[src/rtl/adder_seq_32bit.sv]
// ============================================================================
// Module   : adder_seq_32bit
// Brief    : Byte-serial wide adder sequencer driving an external 8-bit adder.
// Revision : 1.0
// ============================================================================
`default_nettype none

module adder_seq_32bit #(
    parameter int NBYTES = 4
) (
    input  logic                clk,
    input  logic                rst,
    input  logic                in_valid,
    output logic                in_ready,
    input  logic [8*NBYTES-1:0] in_a,
    input  logic [8*NBYTES-1:0] in_b,
    input  logic                in_cin,
    output logic                out_valid,
    input  logic                out_ready,
    output logic [8*NBYTES-1:0] out_sum,
    output logic                out_carry,
    output logic [7:0]          add_A,
    output logic [7:0]          add_B,
    output logic                add_C,
    input  logic [7:0]          add_sum,
    input  logic                add_carry
);

    localparam int W    = 8 * NBYTES;
    localparam int IDXW = (NBYTES > 1) ? $clog2(NBYTES) : 1;
    localparam logic [IDXW-1:0] c_LAST_IDX = IDXW'(NBYTES - 1);

    typedef enum logic [1:0] {
        S_IDLE = 2'd0,
        S_RUN  = 2'd1,
        S_DONE = 2'd2
    } state_t;

    state_t          r_state;
    state_t          w_next;
    logic [W-1:0]    r_a;
    logic [W-1:0]    r_b;
    logic [W-1:0]    r_res;
    logic            r_c;
    logic [IDXW-1:0] r_idx;
    logic [W-1:0]    r_out_sum;
    logic            r_out_carry;
    logic [W-1:0]    w_res_next;
    logic            w_last;

    assign w_last = (r_idx == c_LAST_IDX);

    always_comb begin
        w_next = r_state;
        case (r_state)
            S_IDLE:  if (in_valid)  w_next = S_RUN;
            S_RUN:   if (w_last)    w_next = S_DONE;
            S_DONE:  if (out_ready) w_next = S_IDLE;
            default:                w_next = S_IDLE;
        endcase
    end

    // Result with the current adder byte merged in at the active lane.
    always_comb begin
        w_res_next = r_res;
        w_res_next[8*r_idx +: 8] = add_sum;
    end

    always_ff @(posedge clk) begin
        if (rst) begin
            r_state     <= S_IDLE;
            r_a         <= '0;
            r_b         <= '0;
            r_res       <= '0;
            r_c         <= 1'b0;
            r_idx       <= '0;
            r_out_sum   <= '0;
            r_out_carry <= 1'b0;
        end else begin
            r_state <= w_next;
            case (r_state)
                S_IDLE: begin
                    if (in_valid) begin
                        r_a   <= in_a;
                        r_b   <= in_b;
                        r_c   <= in_cin;
                        r_idx <= '0;
                    end
                end
                S_RUN: begin
                    r_res <= w_res_next;
                    r_c   <= add_carry;
                    if (w_last) begin
                        // Published copy stays put while the next operation
                        // reloads the carry chain and rebuilds the result.
                        r_out_sum   <= w_res_next;
                        r_out_carry <= add_carry;
                    end else begin
                        r_idx <= r_idx + 1'b1;
                    end
                end
                default: ;
            endcase
        end
    end

    assign in_ready  = (r_state == S_IDLE);
    assign out_valid = (r_state == S_DONE);
    assign out_sum   = r_out_sum;
    assign out_carry = r_out_carry;

    assign add_A = (r_state == S_RUN) ? r_a[8*r_idx +: 8] : 8'h00;
    assign add_B = (r_state == S_RUN) ? r_b[8*r_idx +: 8] : 8'h00;
    assign add_C = (r_state == S_RUN) ? r_c : 1'b0;

endmodule

`default_nettype wire

[config.mk]
export PLATFORM = sky130hd
export DESIGN_NAME = adder_seq_32bit
export DESIGN_NICKNAME = d
export VERILOG_FILES = /design/src/rtl/adder_seq_32bit.sv
export SDC_FILE = /design/constraint.sdc
export NUM_CORES = 1
export LEC_CHECK = 0
export CAP_MARGIN = 5
export CORE_MARGIN = 4
export CORE_UTILIZATION = 50
export DETAILED_ROUTE_END_ITERATION = 10
export PLACE_DENSITY = 0.88
export SETUP_SLACK_MARGIN = 0.4
export SYNTH_ARGS = -nofsm -noshare
export SYNTH_HDL_FRONTEND = slang
export SYNTH_SLANG_ARGS = --single-unit
[constraint.sdc]
create_clock -name clk -period 3.7 [get_ports clk]
set_clock_uncertainty 0.2 [all_clocks]
set_input_delay 0.925 -clock clk [delete_from_list [all_inputs] [get_ports clk]]
set_output_delay 0.925 -clock clk [all_outputs]
set_load 0.01 [all_outputs]
Yosys cells after proc, flatten, opt, wreduce, memory -nomap -nowiden
Cells that the tools add are included.
{ "op_classes": {"eq_ne": 7, "shift": 4, "n_bitwise": 0, "div_mod_pow": 0, "muxes": 13, "multipliers": 0, "n_addsub": 2, "reduce_logical": 7, "magnitude_cmp": 0} }
{ "ops": {"columns": ["operator", "n"], "rows": [
  ["32-bit by 6-bit indexed part select with 8-bit output", 2],
  ["5-bit negation with 34-bit output", 1],
  ["8-bit by 34-bit variable shift with 32-bit output, first input constant", 1],
  ["8-bit by 34-bit indexed part select with 32-bit output", 1],
  ["32-bit bitwise mux", 1],
  ["8-bit two-way mux", 2],
  ["2-bit two-way mux", 5],
  ["2-bit != test, second input constant", 3],
  ["2-bit one-hot mux with 3 select lines", 1],
  ["2-bit AND reduction", 3],
  ["3-bit AND reduction", 2],
  ["2-bit equality test, second input constant", 2],
  ["2-bit one-hot mux with 2 select lines", 1],
  ["2-bit by 1-bit adder with 2-bit output, second input constant", 1],
  ["2-bit by 1-bit equality test with 1-bit output, second input constant", 1],
  ["2-bit zero test", 1],
  ["1-bit two-way mux", 2],
  ["2-bit by 1-bit != test with 1-bit output, second input constant", 1],
  ["1-bit one-hot mux with 2 select lines", 1],
  ["2-bit nonzero test", 1]
]} }
{ "totals": {"output_inout_bits": 52, "latch_bits": 0, "input_bits": 78, "n_memories": 0, "rom_bits": 0, "word_cells": 41, "reg_bits": 134, "ram_bits": 0} }

Depth between registers and ports, before layout
Gate-level depths: netlist (run 1).
{ "logic_depth": {"ltp_word": 3, "mapped_depth": 9, "ltp_nobuf": 5} }

Worst setup path after synthesis (run 1)
OpenSTA, ideal clock, no wires.
{ "synth_timing": {"path_kind": "flip-flop to output port", "start": "register r_idx[0]", "end": "output port add_A[0]", "arrival_ns": 1.372, "path_stages_with_launch": 5, "setup_slack_ns": 1.203, "n_path_buf": 2, "t_required_ns": 2.575, "cell_sequence": "dfxtp_1 -> buf_4 -> buf_6 -> mux4_2 -> and2_1"} }
{ "synth_between": {"elab_chain_len": 2} }
{ "synth_rtl": {"columns": ["item", "line_no", "rtl"], "rows": [
  ["from (decl)", "45", "logic [IDXW-1:0] r_idx;"],
  ["from (signal assigned)", "99", "r_idx <= r_idx + 1'b1;"],
  ["32-bit by 6-bit indexed part select with 8-bit output", "112", "assign add_A = (r_state == S_RUN) ? r_a[8*r_idx +: 8] : 8'h00;"],
  ["8-bit two-way mux", "112", null],
  ["to (decl)", "22", "output logic [7:0] add_A,"]
]} }
Every way passes these cells.

Worst setup path in the final report (run 1)
{ "layout_timing": {"start": "register r_idx[0]", "end": "output port add_B[4]"} }
{ "layout_between": {"elab_chain_len": 2} }
{ "layout_rtl": {"columns": ["item", "line_no", "rtl"], "rows": [
  ["32-bit by 6-bit indexed part select with 8-bit output", "113", "assign add_B = (r_state == S_RUN) ? r_b[8*r_idx +: 8] : 8'h00;"],
  ["8-bit two-way mux", "113", null],
  ["to (decl)", "23", "output logic [7:0] add_B,"]
]} }
Every way passes these cells.

==> flow_metrics.tcl, run 1 <==
set metrics [dict create \
    diodes 0 \
    syn_area_per_cell_um2 8.97 \
    peakVddDrop_mv 0.316 \
    grt_pass1_wl_um 24900 \
    wl_per_cell_um 17.3 \
    synth_simple_gate_area_share_pct 18.9 \
    design_area_um2 7680 \
    portBuffers 129 \
    synth_mux_area_share_pct 6.76 \
    fp-row-count 38 \
    slew_violations 0 \
    synth-compound-area-share_pct 19.2 \
    rr_startpoint "r_idx[0]" \
    grt_use_total_pct 23.5 \
    syn_to_final_growth_pct 32.9 \
    cts_root_buf "clkbuf_16" \
    crit_type "reg -> out" \
    grt_max_degree 102 \
    stdcell_count 903 \
    placed_cells 866 \
    yosysWarningCount 0 \
    worstPathMaxFanout 14 \
    setup_viol 0 \
    coreArea_um2 11100 \
    io_pins 130 \
    die_height_um 116 \
    end_kind "primary output" \
    drt_iter0_markers 538 \
    synthAdderAreaFrac_pct 1.30 \
    cp-start-kind "flop" \
    tns_ns 0 \
    syn_inst 644 \
    die_area_um2 13300 \
    netlist_area_um2 5780 \
    synth.area.top_cells "dfxtp_1 (46%), nand2_1 (9.0%), a21oi_1 (6.8%), mux4_2 (6.2%), o32ai_1 (3.3%)" \
    gp_congestion 0.861 \
    cts_tree "built" \
    worst_pin_slew_ns 1.02 \
    synth_nets 728 \
    synth_commonest_cells "nand2_1 (138), dfxtp_1 (134), a21oi_1 (79), o21ai_0 (32), inv_1 (26)" \
    die_w_um 116 \
    netlist.area_leader.share_pct 46.4 \
    clk_transition_reported_paths_ns 0.06 \
    hold_path_startpoint "r_a[25]" \
    r2r_setup_slack_ns 1.32 \
    grt_pass1_vias 5244 \
    fmax_mhz 309 \
    rsz0062_at_grt "no" \
    synthXorXnorAreaFrac_pct 0 \
    wl_um 15700 \
    firstDrtPassIters 6 \
    cp-startpoint "r_idx[0]" \
    initial_utilization_pct 52.2 \
    period_share_pct 87.4 \
    place_area_um2 7000 \
    yosysTopAreaCell "dfxtp_1" \
    final_nets 834 \
    h-tree-depth 4 \
    gr-usage-met1_pct 28.1 \
    cts.path.max_buffers 2 \
    antenna_found_initial 0 \
    yosys_register_bits 134 \
    grt.busiest_layer "met2" \
    cp_data_required_time_ns 2.57 \
    insertion_delay_ns 0.41 \
    drive_gt1_share_pct 10.5 \
    slew_headroom_pct 32.0 \
    cts-buffers-inserted 17 \
    status "complete, no violations" \
    finalHoldViolations 0 \
    synth_edf_count 0 \
    power_density_nw_per_um2 465 \
    leakagePower_nw 2.74 \
    max-cap-violations 0 \
    async_flop_share_pct 0 \
    vias 5241 \
    synth.distinct_cells 42 \
    synthFlopType "dfxtp_1" \
    grt_use_met2_pct 40.5 \
    drt.antenna.violating_nets 0 \
    ys_seq_area_share_pct 46.4 \
    grt_use_met3_pct 6.11 \
    dp_hpwl_um 10200 \
    drc 0 \
    grt.overflow.total 0 \
    layout_min_cycle_time_ns 3.23 \
    crit_arrival_ns 2.11 \
    synth.most_common_cell "nand2_1" \
    vias_per_cell 5.80 \
    synth_top_family_by_area "compound AO/OA/AOI/OAI gates" \
    hp-class "reg -> reg" \
    cts.sinks 134 \
]
[cells in the final DEF, fill, tap and decap left out, drive strengths merged, types with 6 or more instances in the layout]
cell,n
inv,26
clkbuf,20
a32oi,14
a221oi,8
nor2,21
nand2b,10
o32ai,22
nand4,10
o21ai,34
clkinv,8
and2,18
and4b,7
a31oi,8
buf,15
clkdlybuf4s50,128
ha,6
nand2,138
a21oi,79
dfxtp,134
mux4,16
o221a,7
[worst paths after layout]
path,endpoint,depth (start not counted)
worst max-delay path,add_B[4],4
worst min-delay path,r_a[25],2
worst max register to register,r_res[9],7
worst min register to register,r_a[25],2
[cells by family after synthesis]
| family | Yosys count |
|---|---|
| and+or+nand+nor | 226 |
| AOI/OAI and AO/OA | 175 |
| DFF | 134 |
| buffers and inverters | 84 |
| muxes | 19 |
| adders and majority gates | 6 |
[worst max-delay path: stages (launching register included)]
cell             delay, ns
dfxtp_4               0.38
buf_6                 0.19
mux4_2                0.50
and2_1                0.16
clkdlybuf4s50_1       0.47
[cell type report]
class,instances,area [um^2]
well taps,140,175
fillers,846,3400
clock buffers,20,467
flip-flops and latches,134,2690
clock inverters,12,128
repair buffers,143,1440
multi-input cells,426,2680
inverters,28,105
[per-layer routing]
layer / wire length, um / vias to the layer above
met4: 463 / 0
li1: - / 2495
met3: 1370 / 43
met2: 7860 / 245
met1: 5970 / 2458
met5: 0 / -
[sequential cells by signal (all words and copies together), names as in the netlist]
name       count
out_sum       32
r_idx          2
r_state        2
r_res         32
r_a           32
r_b           32
r_c            1
out_carry      1
[metrics by stage]
step,setup slack [ns],power [mW],util (%),hold slack [ns]
finish,0.467,3.57,69.3,0.252
global route,0.401,3.70,69.3,0.270
CTS,0.446,3.58,69.3,0.254
detailed placement,0.406,1.92,63.2,0.247
global placement,0.448,1.91,63.2,0.239
floorplan,1.20,1.77,-,0.233
[power by group]
part	switching [mW]	internal (mW)	total [mW]
sequential	0.0299	1.49	1.52
combinational	0.201	0.190	0.391
clock	0.616	1.04	1.66
[timing repair]
item / CTS / global route
gates resized for setup: 1 / 2
cloned: 0 / 0
setup endpoints to repair: 17 / 12
hold buffers: 0 / 0
buffers inserted: 5 / 0
Note: power is estimated with default switching activity, not from simulation.
==> run 2, diff against run 1 <==
Settings changed: CTS_CLUSTER_DIAMETER set to 30.
==> results of run 2 <==
Same layout as run 1: the final DEF is identical, and so are final timing and power.
==> edit 1: new RTL, flow settings as in run 2 <==
The parameter `NBYTES` goes from 4 to 2.
--- a/src/rtl/adder_seq_32bit.sv
+++ b/src/rtl/adder_seq_32bit.sv
@@ -8,3 +8,3 @@
 module adder_seq_32bit #(
-    parameter int NBYTES = 4
+    parameter int NBYTES = 2
 ) (
Ports: changed (resized in_a, in_b and out_sum); port bits go from 130 to 82. No check against the original RTL was run, so the function may have changed too.
==> edit 1 against run 2 <==
- wire length decreased by 61%
- design area decreased by 56%
- total power decreased by 61%
- maximum frequency increased by 3.2%
- sequential cell count decreased by 73
- sequential share of layout area increased by 1.2 points
- via count decreased by 57%
- non-clock buffer count decreased by 59
- hold slack improved by 0.0033 ns
- first-iteration DRC count decreased by 79%
- worst setup slack improved by 0.099 ns
- largest cell class unchanged
- critical path type unchanged
- area after synthesis decreased by 57%
==> edit 1: results (changes against run 2) <==
- The flow ran to the end, and the final reports show no timing, DRC or antenna violations.
- The final instance count without filler cells is 449 (-50%).
- The final weighted congestion of routability-driven global placement is 0.783 (-9.1%).
- The final net count is 424 (-49%).
- The multi-input logic area is 0.00108 mm2 (-60%).
- The total number of multi-input combinational cells is 222 (-48%).
- The non-clock buffer instance count of the final layout is 84 (-41%).
- The hold path startpoint is r_res[4].
- The number of nets produced by synthesis is 355 (-51%).
- In this run the critical register-to-register path is captured at r_a[1].
- The routed metal-1 wire length is 2.62 mm (-56%).
- The count of filler cells inserted in the layout is 416 (-51%).
- The startpoint identified for the worst register-to-register timing path is r_state[0].
- The total of clock buffers placed in the layout is 13 (-35%).
- The met3 track utilization from global routing was 5.16% (-0.95 points).
- The register fraction of the total cell area is 36.2% (+1.2 points).
- The net load switching power was 357 uW (-58%).
- The number of inverters outside the clock class in the layout was 0 (-100%).
- The fraction of met2 tracks used by global routing is 34.8% (-5.7 points).
- The standard cell area after detailed placement is 0.00321 mm2 (-54%).
- The post-detailed-route wirelength per cell was 13.6 um (-21%).
- The clock network fraction of total power is 34.6% (-12 points).
- The count of unique library cells instantiated by Yosys is 23 (-45%).
- The number of storage elements in the synthesis netlist is 61 (-54%).
- The post-CTS setup buffer count came to 0 (-5).
- The post-place setup slack came to 0.735 ns (+0.329 ns).
- The iteration count of the initial detailed-routing pass is 4 (-2).
- The cell at the slowest stage of the critical path is sky130_fd_sc_hd__clkdlybuf4s50_1.
- The portion of total power attributed to sequential cells is 51.1% (+8.4 points).
- The switching fraction of total power is 25.3% (+1.6 points).
- The placed instance count is 434 (-50%).
- The setup slack of the most critical reg-to-reg path was 1.60 ns (+0.28 ns).
- The share of final layout cell area taken by non-clock buffers is 24.5% (+5.8 points).
- The post-synthesis sequential area ratio is 49.7% (+3.3 points).
- The CTS H-tree depth is 3 (-1).
- The number of port buffers was 81 (-37%).
- The layout cell share with drive strength beyond 1 is 5.50% (-5.0 points).
- From synthesis to final layout, the design area changed by 37.4%.
- The tightest slew margin relative to the limit came to 23.2% (-8.8 points).
- After synthesis, the most frequently instantiated cells are sky130_fd_sc_hd__nand2_1, sky130_fd_sc_hd__dfxtp_1, sky130_fd_sc_hd__a21oi_1.
- The number of global-route vias before repair is 2,254 (-57%).
- The synthesized netlist cell count was 309 (-52%).
- The count of cells along the worst register-to-register path is 3 (-4).
- The leakage power summed over all cells is 1.19 nW (-57%).
- The clock tree cell share of total cell area came to 4.71% (-3.0 points).
- The minimum clock period after layout is 3.13 ns (-0.0988 ns).
- The number of buffers added by the clock tree synthesis step is 9 (-8).
- The wire length on met3 is 382 um (-72%).
- In this run the clock root is driven by a sky130_fd_sc_hd__clkbuf_8.
- The termination of the worst setup path is add_B[1].
- The largest net degree at the start of global routing is 62 (-39%).
[edit 1: changes by cell type after synthesis, moves of 17 or more]
| cell | before | now |
|---|---|---|
| sky130_fd_sc_hd__nand2_1 | 138 | 106 |
| sky130_fd_sc_hd__inv_1 | 26 | 0 |
| sky130_fd_sc_hd__o32ai_1 | 22 | 0 |
| sky130_fd_sc_hd__and2_1 | 18 | 1 |
| sky130_fd_sc_hd__o21ai_0 | 32 | 8 |
| sky130_fd_sc_hd__dfxtp_1 | 134 | 61 |
| sky130_fd_sc_hd__a21oi_1 | 79 | 59 |
[edit 1: cell families (layout without fill, tap and decap cells)]
group / count (synthesis) / after routing / synth area share [%]
buffers and inverters: 26 / 99 / 6.37
AO/OA/AOI/OAI: 69 / 69 / 14.3
AND/OR/NAND/NOR: 137 / 137 / 23.1
multiplexers: 16 / 16 / 6.52
flip-flops: 61 / 61 / 49.7
==> edit 2: new RTL, config.mk and constraints of run 2 <==
Without the edit above. Reset style: asynchronous (`rst`), changed in one clocked block.
--- a/src/rtl/adder_seq_32bit.sv
+++ b/src/rtl/adder_seq_32bit.sv
@@ -68,3 +68,3 @@
 
-    always_ff @(posedge clk) begin
+    always_ff @(posedge clk or posedge rst) begin
         if (rst) begin
Behaviour: differs if rst is asserted again (counterexample within 4 cycles, from zero or initial values and one cycle with rst high); with rst held inactive, the same outputs for 4 cycles.
==> edit 2 against run 2 <==
- sequential cell count is the same
- area after synthesis grew 5.6%
- worst setup slack lost 0.12 ns
- design area grew 5.1%
- wire length shrank 10%
- synthesized cell count shrank 28%
- final cell count shrank 18%
- first-iteration DRC count shrank 48%
- critical path type unchanged
Power is not compared: it rests on default switching activity, and its combinational part moved more than twofold at a synthesized area within 25%.
==> edit 2: results (changes against run 2) <==
- The commonest cells after synthesis are sky130_fd_sc_hd__dfrtp_1, sky130_fd_sc_hd__mux2_1, sky130_fd_sc_hd__a21oi_1.
- The post-CTS setup buffer count came to 0 (-5).
- The number of inverters outside the clock class in the layout is 8 (-71%).
- The largest net degree at the start of global routing is 77 (-25%).
- The tightest slew margin relative to the limit was 51.7% (+20 points).
- The half-perimeter wire length after placement is 9.54 mm (-6.9%).
- The post-synthesis sequential area ratio is 55.0% (+8.5 points).
- The overall routing resource usage is 20.8% (-2.7 points).
- The non-clock buffer instance count of the final layout is 142 (-0.70%).
- The register fraction of the total cell area is 41.6% (+6.6 points).
- Ranked by total cell area, the synthesized netlist is headed by sky130_fd_sc_hd__dfrtp_1, sky130_fd_sc_hd__mux2_1, sky130_fd_sc_hd__mux4_2.
- The iteration count of the initial detailed-routing pass is 4 (-2).
- The number of buffers added by the clock tree synthesis step came to 17 (unchanged).
- The routed via count is 4,238 (-19%).
- The count of filler cells inserted in the layout came to 848 (+0.24%).
- The clock tree cell share of total cell area is 7.41% (-0.33 points).
- The post-cts repair resize count is 6 (+5).
- The number of DRC markers after the initial detailed-route iteration is 278 (-48%).
- The post-synthesis to final-layout area growth is 32.3%.
- The multi-input logic area is 0.00243 mm2 (-9.3%).
- The wire length on met3 is 1.27 mm (-6.9%).
- The run finished with clean final reports.
- The via count normalized by instance count came to 5.70 (-1.7%).
- The register area is 0.00335 mm2 (+25%).
- The share of final layout cell area taken by non-clock buffers is 18.2% (-0.50 points).
- The switching fraction of total power is about a third.
- The number of global-route vias before repair is 4,373 (-17%).
- The total of clock buffers placed in the layout was 25 (+25%).
- The routed metal-1 wire length was 5.64 mm (-5.5%).
- The final net count is 667 (-20%).
- The maximum fanout along the worst path is 13 (-1).
- The number of nets produced by synthesis came to 545 (-25%).
- The count of unique library cells instantiated by Yosys is 38 (-9.5%).
- The initial antenna violation count was 0 (unchanged).
- The share of synthesized flip-flops with an asynchronous set or reset is 100% (+100 points).
- The delay contributed by the slowest stage of the critical path is 0.52 ns (+0.02 ns).
- The met2 layer wire length in the routed design is 6.92 mm (-12%).
- The post-route setup TNS came to 0 ns (unchanged).
- The synthesized netlist cell count is 461 (-28%).
- The placed instance count was 708 (-18%).
- The layout cell share with drive strength beyond 1 is 13.8% (+3.3 points).
- In this design, the largest share of critical-path delay is due to buffers and inverters.
- The data arrival time of the critical path was 2.23 ns (+0.12 ns).
- The standard cell area after detailed placement is 0.00739 mm2 (+5.6%).
==> edit 2: cell families after synthesis <==
| kind of cell | Yosys count | share of synthesized area (%) |
|---|---|---|
| buffers and inverters | 47 | 5.41 |
| muxes | 82 | 18.1 |
| adders and majority gates | 6 | 1.23 |
| and+or+nand+nor | 98 | 9.19 |
| DFF | 134 | 55.0 |
| AOI/OAI and AO/OA | 94 | 11.1 |
==> edit 2: path summary, 6_finish.rpt <==
check                          from  cells past startpoint  slack [ns]          to
min in group asynchronous       rst                      3        0.76  out_sum[4]
setup reg to reg           r_idx[1]                      7        1.10    r_res[2]
setup / recovery           r_idx[0]                      4        0.35    add_B[3]
hold / removal              r_b[17]                      1        0.28     r_b[17]
hold reg to reg             r_b[17]                      1        0.28     r_b[17]
max in group asynchronous       rst                      3        1.88     r_a[10]
==> edit 2: metal layers <==
layer | global-route usage, % | vias to the layer above
li1 | - | 1931
met1 | 24.8 | 2104
met2 | 33.8 | 183
met3 | 8.23 | 20
met4 | 8.76 | 0
met5 | 0 | -
